`src/rtl/rv32_pkg.sv`:
```
// Shared RV32I decode definitions: opcode and branch funct3 encodings plus
// immediate-format helpers used by the decode stage.
package rv32_pkg;

  localparam int XLEN  = 32;
  localparam int NREGS = 32;

  localparam logic [6:0] OPC_LUI      = 7'b0110111;
  localparam logic [6:0] OPC_AUIPC    = 7'b0010111;
  localparam logic [6:0] OPC_JAL      = 7'b1101111;
  localparam logic [6:0] OPC_JALR     = 7'b1100111;
  localparam logic [6:0] OPC_BRANCH   = 7'b1100011;
  localparam logic [6:0] OPC_LOAD     = 7'b0000011;
  localparam logic [6:0] OPC_STORE    = 7'b0100011;
  localparam logic [6:0] OPC_OP_IMM   = 7'b0010011;
  localparam logic [6:0] OPC_OP       = 7'b0110011;
  localparam logic [6:0] OPC_MISC_MEM = 7'b0001111;
  localparam logic [6:0] OPC_SYSTEM   = 7'b1110011;

  localparam logic [2:0] F3_BEQ  = 3'b000;
  localparam logic [2:0] F3_BNE  = 3'b001;
  localparam logic [2:0] F3_BR2  = 3'b010;
  localparam logic [2:0] F3_BR3  = 3'b011;
  localparam logic [2:0] F3_BLT  = 3'b100;
  localparam logic [2:0] F3_BGE  = 3'b101;
  localparam logic [2:0] F3_BLTU = 3'b110;
  localparam logic [2:0] F3_BGEU = 3'b111;

  typedef enum logic [2:0] {
    IMM_NONE,
    IMM_I,
    IMM_S,
    IMM_B,
    IMM_U,
    IMM_J
  } imm_fmt_e;

  function automatic imm_fmt_e imm_fmt(input logic [6:0] opc);
    imm_fmt_e f;
    f = IMM_NONE;
    case (opc)
      OPC_LOAD, OPC_OP_IMM, OPC_JALR: f = IMM_I;
      OPC_STORE:                      f = IMM_S;
      OPC_BRANCH:                     f = IMM_B;
      OPC_LUI, OPC_AUIPC:             f = IMM_U;
      OPC_JAL:                        f = IMM_J;
      default:                        f = IMM_NONE;
    endcase
    return f;
  endfunction

  // Opcode field only; the low-bit and reserved-funct3 checks live in the stage.
  function automatic logic opc_legal(input logic [6:0] opc);
    logic ok;
    ok = 1'b0;
    case (opc)
      OPC_LUI, OPC_AUIPC, OPC_JAL, OPC_JALR, OPC_BRANCH, OPC_LOAD,
      OPC_STORE, OPC_OP_IMM, OPC_OP, OPC_MISC_MEM, OPC_SYSTEM: ok = 1'b1;
      default: ok = 1'b0;
    endcase
    return ok;
  endfunction

  function automatic logic [XLEN-1:0] imm_gen(input logic [31:7] i, input imm_fmt_e f);
    logic [XLEN-1:0] imm;
    imm = '0;
    case (f)
      IMM_I:   imm = {{21{i[31]}}, i[30:20]};
      IMM_S:   imm = {{21{i[31]}}, i[30:25], i[11:7]};
      IMM_B:   imm = {{20{i[31]}}, i[7], i[30:25], i[11:8], 1'b0};
      IMM_U:   imm = {i[31:12], 12'b0};
      IMM_J:   imm = {{12{i[31]}}, i[19:12], i[20], i[30:21], 1'b0};
      default: imm = '0;
    endcase
    return imm;
  endfunction

endpackage

```
`src/rtl/id_stage_if.sv`:
```
// Bundle between IF/ID, WB and the ID/EX register around the decode stage.
interface id_stage_if;
  import rv32_pkg::*;

  // No backpressure: pipe_data != 0 acts as the valid for IF/ID, wb_en is the
  // valid for writeback, ex_valid is the valid for ID/EX; every consumer is
  // always ready, so a beat transfers on each posedge where its valid is high.
  logic [XLEN-1:0] pipe_pc;
  logic [XLEN-1:0] pipe_pc4;
  logic [XLEN-1:0] pipe_data;
  logic            wb_en;
  logic [4:0]      wb_rd;
  logic [XLEN-1:0] wb_data;
  logic            control_j;
  logic [XLEN-1:0] pc_j;
  logic            ex_valid;
  logic [XLEN-1:0] ex_pc;
  logic [XLEN-1:0] ex_pc4;
  logic [XLEN-1:0] ex_rs1_val;
  logic [XLEN-1:0] ex_rs2_val;
  logic [XLEN-1:0] ex_imm;
  logic [4:0]      ex_rd;
  logic [6:0]      ex_opcode;
  logic [2:0]      ex_funct3;
  logic            ex_funct7b5;
  logic            illegal_insn;
  logic            squash;

  modport master (
    output pipe_pc, pipe_pc4, pipe_data, wb_en, wb_rd, wb_data,
    input  control_j, pc_j, ex_valid, ex_pc, ex_pc4, ex_rs1_val, ex_rs2_val,
           ex_imm, ex_rd, ex_opcode, ex_funct3, ex_funct7b5, illegal_insn, squash
  );

  modport slave (
    input  pipe_pc, pipe_pc4, pipe_data, wb_en, wb_rd, wb_data,
    output control_j, pc_j, ex_valid, ex_pc, ex_pc4, ex_rs1_val, ex_rs2_val,
           ex_imm, ex_rd, ex_opcode, ex_funct3, ex_funct7b5, illegal_insn, squash
  );

endinterface

```
`src/rtl/regfile_2r1w.sv`:
```
// Integer register file: two combinational read ports with same-cycle
// writeback bypass, one posedge write port, x0 hardwired to zero.
module regfile_2r1w #(
  parameter int XLEN  = 32,
  parameter int NREGS = 32,
  localparam int AW   = $clog2(NREGS)
) (
  input  logic            clk,
  input  logic            reset_n,
  input  logic            we,
  input  logic [AW-1:0]   waddr,
  input  logic [XLEN-1:0] wdata,
  input  logic [AW-1:0]   raddr1,
  input  logic [AW-1:0]   raddr2,
  output logic [XLEN-1:0] rdata1,
  output logic [XLEN-1:0] rdata2
);

  logic [XLEN-1:0] regs [NREGS];
  logic            wr_live;

  assign wr_live = we && (waddr != '0);

  always_ff @(posedge clk or negedge reset_n) begin
    if (!reset_n) begin
      for (int k = 0; k < NREGS; k++) begin
        regs[k] <= '0;
      end
    end else if (wr_live) begin
      regs[waddr] <= wdata;
    end
  end

  // Bypass lets an instruction in ID see the value WB commits this same edge.
  always_comb begin
    rdata1 = '0;
    if (raddr1 == '0) begin
      rdata1 = '0;
    end else if (wr_live && (waddr == raddr1)) begin
      rdata1 = wdata;
    end else begin
      rdata1 = regs[raddr1];
    end
  end

  always_comb begin
    rdata2 = '0;
    if (raddr2 == '0) begin
      rdata2 = '0;
    end else if (wr_live && (waddr == raddr2)) begin
      rdata2 = wdata;
    end else begin
      rdata2 = regs[raddr2];
    end
  end

endmodule

```
`src/rtl/id_stage.sv`:
```
// RV32I decode stage: register read, immediate generation, early resolution
// of jumps/branches with a combinational redirect, and the ID/EX register.
module id_stage #(
  parameter int XLEN                      = 32,
  parameter int NREGS                     = 32,
  parameter logic [XLEN-1:0] RESET_VECTOR = 32'h0000_0000
) (
  input  logic   clk,
  input  logic   reset_n,
  id_stage_if.slave bus
);
  import rv32_pkg::*;

  logic [XLEN-1:0] instr;
  logic [6:0]      opcode;
  logic [2:0]      funct3;
  logic [4:0]      rs1;
  logic [4:0]      rs2;
  logic [4:0]      rd;
  logic            squash;
  logic            live;
  logic            illegal;
  logic            is_jal;
  logic            is_jalr;
  logic            is_branch;
  logic            is_store;
  logic            taken;
  logic [XLEN-1:0] rs1_val;
  logic [XLEN-1:0] rs2_val;
  logic [XLEN-1:0] imm;
  logic [4:0]      rd_dec;

  assign instr  = bus.pipe_data;
  assign opcode = instr[6:0];
  assign funct3 = instr[14:12];
  assign rs1    = instr[19:15];
  assign rs2    = instr[24:20];
  assign rd     = instr[11:7];

  assign is_jal    = (opcode == OPC_JAL);
  assign is_jalr   = (opcode == OPC_JALR);
  assign is_branch = (opcode == OPC_BRANCH);
  assign is_store  = (opcode == OPC_STORE);

  // A word arriving right after a redirect is wrong-path and treated as a bubble.
  assign live = (instr != '0) && !squash;

  assign illegal = live && (!opc_legal(opcode) || (instr[1:0] != 2'b11) ||
                            (is_branch && ((funct3 == F3_BR2) || (funct3 == F3_BR3))));

  assign imm    = imm_gen(instr[31:7], imm_fmt(opcode));
  assign rd_dec = (is_store || is_branch) ? 5'd0 : rd;

  regfile_2r1w #(
    .XLEN  (XLEN),
    .NREGS (NREGS)
  ) u_regfile (
    .clk    (clk),
    .reset_n(reset_n),
    .we     (bus.wb_en),
    .waddr  (bus.wb_rd),
    .wdata  (bus.wb_data),
    .raddr1 (rs1),
    .raddr2 (rs2),
    .rdata1 (rs1_val),
    .rdata2 (rs2_val)
  );

  always_comb begin
    taken = 1'b0;
    case (funct3)
      F3_BEQ:  taken = (rs1_val == rs2_val);
      F3_BNE:  taken = (rs1_val != rs2_val);
      F3_BLT:  taken = ($signed(rs1_val) <  $signed(rs2_val));
      F3_BGE:  taken = ($signed(rs1_val) >= $signed(rs2_val));
      F3_BLTU: taken = (rs1_val <  rs2_val);
      F3_BGEU: taken = (rs1_val >= rs2_val);
      default: taken = 1'b0;
    endcase
  end

  always_comb begin
    bus.control_j = 1'b0;
    bus.pc_j      = bus.pipe_pc4;
    if (live && !illegal) begin
      if (is_jal) begin
        bus.control_j = 1'b1;
        bus.pc_j      = bus.pipe_pc + imm;
      end else if (is_jalr) begin
        bus.control_j = 1'b1;
        bus.pc_j      = (rs1_val + imm) & {{(XLEN-1){1'b1}}, 1'b0};
      end else if (is_branch && taken) begin
        bus.control_j = 1'b1;
        bus.pc_j      = bus.pipe_pc + imm;
      end
    end
  end

  assign bus.squash = squash;

  always_ff @(posedge clk or negedge reset_n) begin
    if (!reset_n) begin
      squash           <= 1'b0;
      bus.illegal_insn <= 1'b0;
      bus.ex_valid     <= 1'b0;
      bus.ex_pc        <= '0;
      bus.ex_pc4       <= '0;
      bus.ex_rs1_val   <= '0;
      bus.ex_rs2_val   <= '0;
      bus.ex_imm       <= '0;
      bus.ex_rd        <= '0;
      bus.ex_opcode    <= '0;
      bus.ex_funct3    <= '0;
      bus.ex_funct7b5  <= 1'b0;
    end else begin
      squash           <= bus.control_j;
      bus.illegal_insn <= illegal;
      bus.ex_valid     <= live && !illegal;
      if (live) begin
        bus.ex_pc       <= bus.pipe_pc;
        bus.ex_pc4      <= bus.pipe_pc4;
        bus.ex_rs1_val  <= rs1_val;
        bus.ex_rs2_val  <= rs2_val;
        bus.ex_imm      <= imm;
        bus.ex_rd       <= rd_dec;
        bus.ex_opcode   <= opcode;
        bus.ex_funct3   <= funct3;
        bus.ex_funct7b5 <= instr[30];
      end else begin
        bus.ex_pc       <= RESET_VECTOR;
        bus.ex_pc4      <= '0;
        bus.ex_rs1_val  <= '0;
        bus.ex_rs2_val  <= '0;
        bus.ex_imm      <= '0;
        bus.ex_rd       <= '0;
        bus.ex_opcode   <= '0;
        bus.ex_funct3   <= '0;
        bus.ex_funct7b5 <= 1'b0;
      end
    end
  end

endmodule

```
`src/flat_wrapper.sv`:
```
// flat-port wrapper written by rule: the top's interface ports become plain ports
module id_stage_flat import rv32_pkg::*;
#(
  parameter int XLEN                      = 32,
  parameter int NREGS                     = 32,
  parameter logic [XLEN-1:0] RESET_VECTOR = 32'h0000_0000
)
  (clk, reset_n, bus_pipe_pc, bus_pipe_pc4, bus_pipe_data, bus_wb_en, bus_wb_rd, bus_wb_data, bus_control_j, bus_pc_j, bus_ex_valid, bus_ex_pc, bus_ex_pc4, bus_ex_rs1_val, bus_ex_rs2_val, bus_ex_imm, bus_ex_rd, bus_ex_opcode, bus_ex_funct3, bus_ex_funct7b5, bus_illegal_insn, bus_squash);
  id_stage_if bus_i ();
  input  logic clk;
  input  logic reset_n;
  input wire logic [$bits(bus_i.pipe_pc)-1:0] bus_pipe_pc;
  input wire logic [$bits(bus_i.pipe_pc4)-1:0] bus_pipe_pc4;
  input wire logic [$bits(bus_i.pipe_data)-1:0] bus_pipe_data;
  input wire logic [$bits(bus_i.wb_en)-1:0] bus_wb_en;
  input wire logic [$bits(bus_i.wb_rd)-1:0] bus_wb_rd;
  input wire logic [$bits(bus_i.wb_data)-1:0] bus_wb_data;
  output wire logic [$bits(bus_i.control_j)-1:0] bus_control_j;
  output wire logic [$bits(bus_i.pc_j)-1:0] bus_pc_j;
  output wire logic [$bits(bus_i.ex_valid)-1:0] bus_ex_valid;
  output wire logic [$bits(bus_i.ex_pc)-1:0] bus_ex_pc;
  output wire logic [$bits(bus_i.ex_pc4)-1:0] bus_ex_pc4;
  output wire logic [$bits(bus_i.ex_rs1_val)-1:0] bus_ex_rs1_val;
  output wire logic [$bits(bus_i.ex_rs2_val)-1:0] bus_ex_rs2_val;
  output wire logic [$bits(bus_i.ex_imm)-1:0] bus_ex_imm;
  output wire logic [$bits(bus_i.ex_rd)-1:0] bus_ex_rd;
  output wire logic [$bits(bus_i.ex_opcode)-1:0] bus_ex_opcode;
  output wire logic [$bits(bus_i.ex_funct3)-1:0] bus_ex_funct3;
  output wire logic [$bits(bus_i.ex_funct7b5)-1:0] bus_ex_funct7b5;
  output wire logic [$bits(bus_i.illegal_insn)-1:0] bus_illegal_insn;
  output wire logic [$bits(bus_i.squash)-1:0] bus_squash;
  assign bus_i.pipe_pc = bus_pipe_pc;
  assign bus_i.pipe_pc4 = bus_pipe_pc4;
  assign bus_i.pipe_data = bus_pipe_data;
  assign bus_i.wb_en = bus_wb_en;
  assign bus_i.wb_rd = bus_wb_rd;
  assign bus_i.wb_data = bus_wb_data;
  assign bus_control_j = bus_i.control_j;
  assign bus_pc_j = bus_i.pc_j;
  assign bus_ex_valid = bus_i.ex_valid;
  assign bus_ex_pc = bus_i.ex_pc;
  assign bus_ex_pc4 = bus_i.ex_pc4;
  assign bus_ex_rs1_val = bus_i.ex_rs1_val;
  assign bus_ex_rs2_val = bus_i.ex_rs2_val;
  assign bus_ex_imm = bus_i.ex_imm;
  assign bus_ex_rd = bus_i.ex_rd;
  assign bus_ex_opcode = bus_i.ex_opcode;
  assign bus_ex_funct3 = bus_i.ex_funct3;
  assign bus_ex_funct7b5 = bus_i.ex_funct7b5;
  assign bus_illegal_insn = bus_i.illegal_insn;
  assign bus_squash = bus_i.squash;
  id_stage #(.XLEN(XLEN), .NREGS(NREGS), .RESET_VECTOR(RESET_VECTOR)) u_core (.clk(clk), .reset_n(reset_n), .bus(bus_i));
endmodule
```
`config.mk`:
```
export PLATFORM = sky130hd
export DESIGN_NAME = id_stage_flat
export DESIGN_NICKNAME = d
export VERILOG_FILES = /design/src/rtl/rv32_pkg.sv /design/src/rtl/id_stage_if.sv /design/src/rtl/regfile_2r1w.sv /design/src/rtl/id_stage.sv /design/src/flat_wrapper.sv
export SDC_FILE = /design/constraint.sdc
export NUM_CORES = 2
export LEC_CHECK = 0
export ABC_AREA = 0
export CORE_ASPECT_RATIO = 1.25
export CORE_MARGIN = 2
export CORE_UTILIZATION = 60
export CTS_CLUSTER_SIZE = 30
export DETAILED_ROUTE_END_ITERATION = 8
export GPL_ROUTABILITY_DRIVEN = 0
export PLACE_DENSITY = 0.91
export SETUP_SLACK_MARGIN = 0.5
export SLEW_MARGIN = 20
export SYNTH_ARGS = -nofsm -noshare
export SYNTH_HDL_FRONTEND = slang
export SYNTH_SLANG_ARGS = --single-unit
```
`constraint.sdc`:
```
create_clock -name clk -period 18.1 [get_ports clk]
set_input_delay 2.715 -clock clk [delete_from_list [all_inputs] [get_ports clk]]
set_output_delay 2.715 -clock clk [all_outputs]
set_load 0.01 [all_outputs]
```
# Word level (Yosys, flattened, before mapping)
# Cells that the tools add are included.
# word_totals
word_cells,144
output_inout_bits,212
regBits,1203
# classes
reduce_logical,24
n_eq_ne,28
n_addsub,2
n_mux,35
order_cmp,8
bitwise,3
# op_table
cell,count
1024-bit bitwise mux,1
32-bit 2-to-1 mux,18
32-bit binary-select mux with 5-bit select,2
32-bit demux with 5-bit select,1
32-bit case mux with 5 select lines,1
32-bit adder,2
32-bit >= comparator,2
32-bit < comparator,2
32-bit equality test,1
32-bit != test,1
32-bit nonzero test,1
7-bit equality test (second input constant),4
7-bit by 6-bit equality test with 1-bit output (second input constant),3
3-bit equality test (second input constant),6
6-bit >= comparator (second input constant),3
5-bit NOT with 6-bit output,3
3-bit case mux with 5 select lines,1
7-bit by 5-bit equality test with 1-bit output (second input constant),2
3-bit by 2-bit equality test with 1-bit output (second input constant),4
11-bit OR reduction,1
5-bit equality test,2
5-bit logical NOT,2
5-bit 2-to-1 mux,2
1-bit logical AND,9
15 further kinds,26

# Logic depth before layout (Yosys ltp)
# logic_depth
depth_word,13
ltp_mapped,29
mapped_depth_nobuf,21

# By module
# From an unflattened synthesis, not the netlist that was laid out.
# hier_totals
cells_unflattened,4975
hier_area_um2,66067.1
# by_module_without_submodules
mod,n_inst,cells_per_inst,seq_area_each_um2,area_per_inst_um2
regfile_2r1w,1,3842,25624.6,55230.5
id_stage,1,1133,4479.3,10836.6

# Least setup slack after synthesis
# Ideal clock, no wire load.
# synth_path
kind,input to output
start,input bus_pipe_data[15]
end,output bus_pc_j[20]
slack_ps,6011
t_arrival_ps,9374
path_buffers,8
stages,25
t_required_ps,15385
path_cell_list,buf_2 -> buf_2 -> buf_2 -> buf_2 -> buf_2 -> buf_1 -> mux4_2 -> a221o_1 -> mux2i_1 -> nor2_1 -> a21oi_1 -> nor2_1 -> ha_1 -> nand4_1 -> or4_1 -> or4_4 -> or2_1 -> a21oi_1 -> mux2_1 -> or3_1 -> buf_2 -> a21oi_2 -> buf_2 -> nor3_1 -> a2111oi_1
# synth_via
elab_chain_cells,13
# synth_lines
element,line,rtl
"start, declared",flat_wrapper.sv:14,input wire logic [$bits(bus_i.pipe_data)-1:0] bus_pipe_data;
5-bit NOT with 6-bit output (implied by the code),regfile_2r1w.sv:42,rdata1 = regs[raddr1];
32-bit binary-select mux with 5-bit select,regfile_2r1w.sv:42,
32-bit 2-to-1 mux (implied by the code) (2 in a row),regfile_2r1w.sv:42,
32-bit 2-to-1 mux,regfile_2r1w.sv:39,end else if (wr_live && (waddr == raddr1)) begin
32-bit 2-to-1 mux,regfile_2r1w.sv:37,if (raddr1 == '0) begin
32-bit >= comparator (tied with other cells),id_stage.sv:77,F3_BGEU: taken = (rs1_val >= rs2_val);
1-bit case mux with 6 select lines,id_stage.sv:71,case (funct3)
1-bit logical AND,id_stage.sv:92,end else if (is_branch && taken) begin
32-bit 2-to-1 mux,id_stage.sv:92,
32-bit 2-to-1 mux,id_stage.sv:89,end else if (is_jalr) begin
32-bit 2-to-1 mux,id_stage.sv:86,if (is_jal) begin
32-bit 2-to-1 mux (*),id_stage.sv:85,if (live && !illegal) begin
"end, declared",flat_wrapper.sv:19,output wire logic [$bits(bus_i.pc_j)-1:0] bus_pc_j;
# Mark *: on every way between the ends. The rest lies on a longest branch, timed or not. The select of a mux whose other input is x is not followed.

# Worst setup path after layout
# layout_path
start,input bus_pipe_data[22]
end,output bus_pc_j[22]
# layout_via
elab_chain_cells,13
# layout_lines
element,line,rtl
5-bit NOT with 6-bit output (implied by the code),regfile_2r1w.sv:53,rdata2 = regs[raddr2];
32-bit binary-select mux with 5-bit select,regfile_2r1w.sv:53,
32-bit 2-to-1 mux (implied by the code) (2 in a row),regfile_2r1w.sv:53,
32-bit 2-to-1 mux,regfile_2r1w.sv:50,end else if (wr_live && (waddr == raddr2)) begin
32-bit 2-to-1 mux,regfile_2r1w.sv:48,if (raddr2 == '0) begin
32-bit >= comparator (tied with other cells),id_stage.sv:77,
1-bit case mux with 6 select lines,id_stage.sv:71,
1-bit logical AND,id_stage.sv:92,
32-bit 2-to-1 mux,id_stage.sv:92,
32-bit 2-to-1 mux,id_stage.sv:89,
32-bit 2-to-1 mux,id_stage.sv:86,
32-bit 2-to-1 mux (*),id_stage.sv:85,
# Marked as above.

==> run summary <==
worst path bufs/invs -> 6
Hold Fails Final Rpt -> 0
final setup violation count -> 0
placed cell areas -> 70460 um2
GRT Total Usage -> 41.28%
Worst-path clk slew -> 60 ps
Leakage -> 0.03276 uW
Post-Place Worst Slack -> 4039 ps
commonest non-fill, non-tap cell in the layout -> dfrtp_1
ys flop type -> dfrtp_1
Sink Count -> 1203
Final Max Slew Viols -> 0
Clock Tree Buf Depth -> 3
DPL Wire Length -> 132500 um
Hold Path Class -> reg -> reg
most used cell, CP -> buf_4
Post-Route WL -> 228600 um
vias in the first global route -> 51570
routed vias/inst -> 7.649
CTS buffer count -> 108
NetSw -> 2409 uW
CP Data Required Time -> 15390 ps
crit start category -> input pin
min Tclk post-route -> 14670 ps
first-pass GRT wire length -> 339100 um
post-route ant nets -> 0
DR pass1 iterations -> 8
CP max FO -> 25
skew final -> 36.02 ps
CTS H-tree lvls -> 3
routed len/inst -> 34.92 um
RSZ-0062 raised after global routing -> false
synthesized area -> 65820 um2
Clk Latency, worst-skew pair -> 780 ps
post-synthesis average cell area -> 13.46 um2
Root Buffer -> clkbuf_16
final design utilization -> 68.47%
leading area contributor after synthesis -> dfrtp_1
CP Class -> in -> out
Initial Util -> 60.60%
synth top area cells -> dfrtp_1, mux2_2, mux4_2
worst rel slew slack -> 8.213%
die height -> 374.3 um
GR Overflow Total -> 0
delay-heaviest family, CP -> simple AND/OR/NAND/NOR gates
die footprint -> 112400 um2
sequential share of the synthesized area -> 45.73%
IO Pins -> 348
Critical Path End Type -> output port
postcts setup bufs -> 0
CTS tree -> yes
final worst-path cycle share -> 81.03%
Final Cell Area -> 74360 um2
final net count -> 5224
CP arrival -> 11950 ps
VDD IR max -> 0.08482 mV
setup tns final -> 0 ps
worst slew pin tran -> 1366 ps
post-cts gate resize count -> 0
Combinational Power Share -> 24.6%
row cnt -> 135
cells after synthesis -> 4889
input/output buffers -> 347
commonest non-fill, non-tap cells in the layout -> dfrtp_1, mux2_2, mux4_2
Switching Share -> 30.26%
syn_nets -> 5118
P_int -> 5553 uW
Synth warnings -> 0
final setup margin -> 3433 ps
DIE WIDTH -> 300.3 um
part of the power in the clock network -> 30.8%
initial antenna violation count -> 25
Flop pwr share -> 44.6%
max incr delay on CP -> 730 ps
status -> complete, no violations
vias -> 50060
Achievable Freq -> 68.18 MHz
drc violations -> 0
Post-synth EDFFs -> 0
Power Density -> 107.1 nW/um2
fill count -> 6587
Initial DRC Count -> 7025
Synth Register Bits -> 1203
share of layout cells above drive strength 1 -> 36.99%
Cell variety after synth -> 87
CP max-delay cell -> nand3_2
area delta synth->final -> 12.98%
largest net degree at the start of global routing -> 173
core box area -> 108600 um2
asr flop ratio synth -> 100.0%
CTS Hold Bufs -> 0
max-cap check violation count -> 0
share of the synthesized area in the top cell type -> 45.73%
metrics by stage:
stage	hold WS (ps)	cells	total power, uW
detailed placement	385.4	6316	5380
CTS	403.0	6514	7827
global route	418.1	6528	8173
global placement	376.7	6316	5247
floorplan	441.3	4889	4697
finish	403.8	6545	7962
cells in the mapped netlist (5+ instances only):
cell	count
a211oi_1	23
nor4_1	7
nand4_1	17
nand2_1	178
o22ai_1	53
ha_1	91
inv_1	39
or3_1	11
o211ai_1	12
a31oi_1	9
xor2_1	27
a21oi_1	119
dfrtp_1	1203
mux4_2	487
o21a_1	13
clkbuf_1	353
nand3_1	27
nor3_1	48
and2_1	124
o221ai_1	27
o21ai_1	5
a211o_1	8
o21bai_1	10
xnor2_1	37
o21ai_0	94
a21o_1	64
nand2b_1	10
a221o_1	21
buf_2	43
mux2i_1	212
mux2_2	1005
nor2b_1	17
nor2_1	226
o31ai_1	27
and3_1	34
a22o_1	7
buf_1	67
a221oi_1	45
worst reg2reg max path: stages (launching register included):
cell and delay, ps:
dfrtp_1 410, mux4_2 480, mux2_2 290, a221oi_1 450, nor2_1 100, a21oi_1 140
o21ai_0 350, and2_1 410, ha_1 340, nand4_1 90, or4_1 590, or4_4 560
o21bai_4 200, nor3b_2 200, a2111oi_0 100, mux2_1 290, or3_1 490, a21oi_2 490
o21ai_2 90, buf_4 260, inv_2 160
cell families after synthesis:
group	after synthesis	share of synthesized area, %
compound gates	588	6.182
xor+xnor	64	0.8516
fa+ha+maj	94	1.806
buf+inv	511	3.036
flops	1203	45.73
mux	1707	37.14
simple gates	722	5.254
path summary, 6_finish.rpt:
kind	start	endpoint	slack, ps	cells after the start
setup / recovery	bus_pipe_data[22]	bus_pc_j[22]	3430	25
hold / removal	u_core.u_regfile.regs[1023]	u_core.u_regfile.regs[1023]	400	0
setup reg to reg	u_core.u_regfile.regs[798]	u_core.bus.squash	11540	20
hold reg to reg	u_core.u_regfile.regs[1023]	u_core.u_regfile.regs[1023]	400	0
max in group asynchronous	reset_n	u_core.u_regfile.regs[199]	12850	4
min in group asynchronous	reset_n	u_core.u_regfile.regs[1001]	2050	1
power groups by stage:
stage	Clock, uW	Sequential [uW]	Combinational (uW)
detailed placement	0	3540	1840
finish	2450	3550	1960
CTS	2430	3520	1880
global route	2550	3580	2040
global placement	0	3480	1770
floorplan	0	3440	1250
layout make-up:
class	count	area [um2]	area share (%)
Antenna cell	24	60.06	0.08076
Clock buffer	152	3161	4.250
Clock inverter	46	546.8	0.7353
Inverter	43	163.9	0.2204
Multi-Input combinational cell	3175	34040	45.77
Sequential cell	1203	30100	40.48
Tap cell	1438	1799	2.419
Timing Repair Buffer	464	4493	6.042
routing by layer:
metal	share of wire (%)	global-route usage, %	vias to the layer above
li1	-	-	18690
met1	31	45.55	24760
met2	43	58.49	4823
met3	14	19.43	1770
met4	11	38.33	21
met5	0.070	0.8658	-
registers in the layout (all words and copies together), names as in the netlist:
| register | count |
|---|---|
| u_core.bus.ex_valid | 1 |
| u_core.bus.ex_imm | 32 |
| u_core.bus.ex_rs1_val | 32 |
| u_core.bus.ex_pc | 32 |
| u_core.bus.ex_rd | 5 |
| u_core.u_regfile.regs | 1024 |
| u_core.bus.ex_opcode | 7 |
| u_core.bus.ex_pc4 | 32 |
| u_core.bus.ex_funct7b5 | 1 |
| u_core.bus.illegal_insn | 1 |
| u_core.bus.ex_funct3 | 3 |
| u_core.bus.ex_rs2_val | 32 |
| u_core.bus.squash | 1 |
No activity file was read; power rests on OpenSTA's default activity.
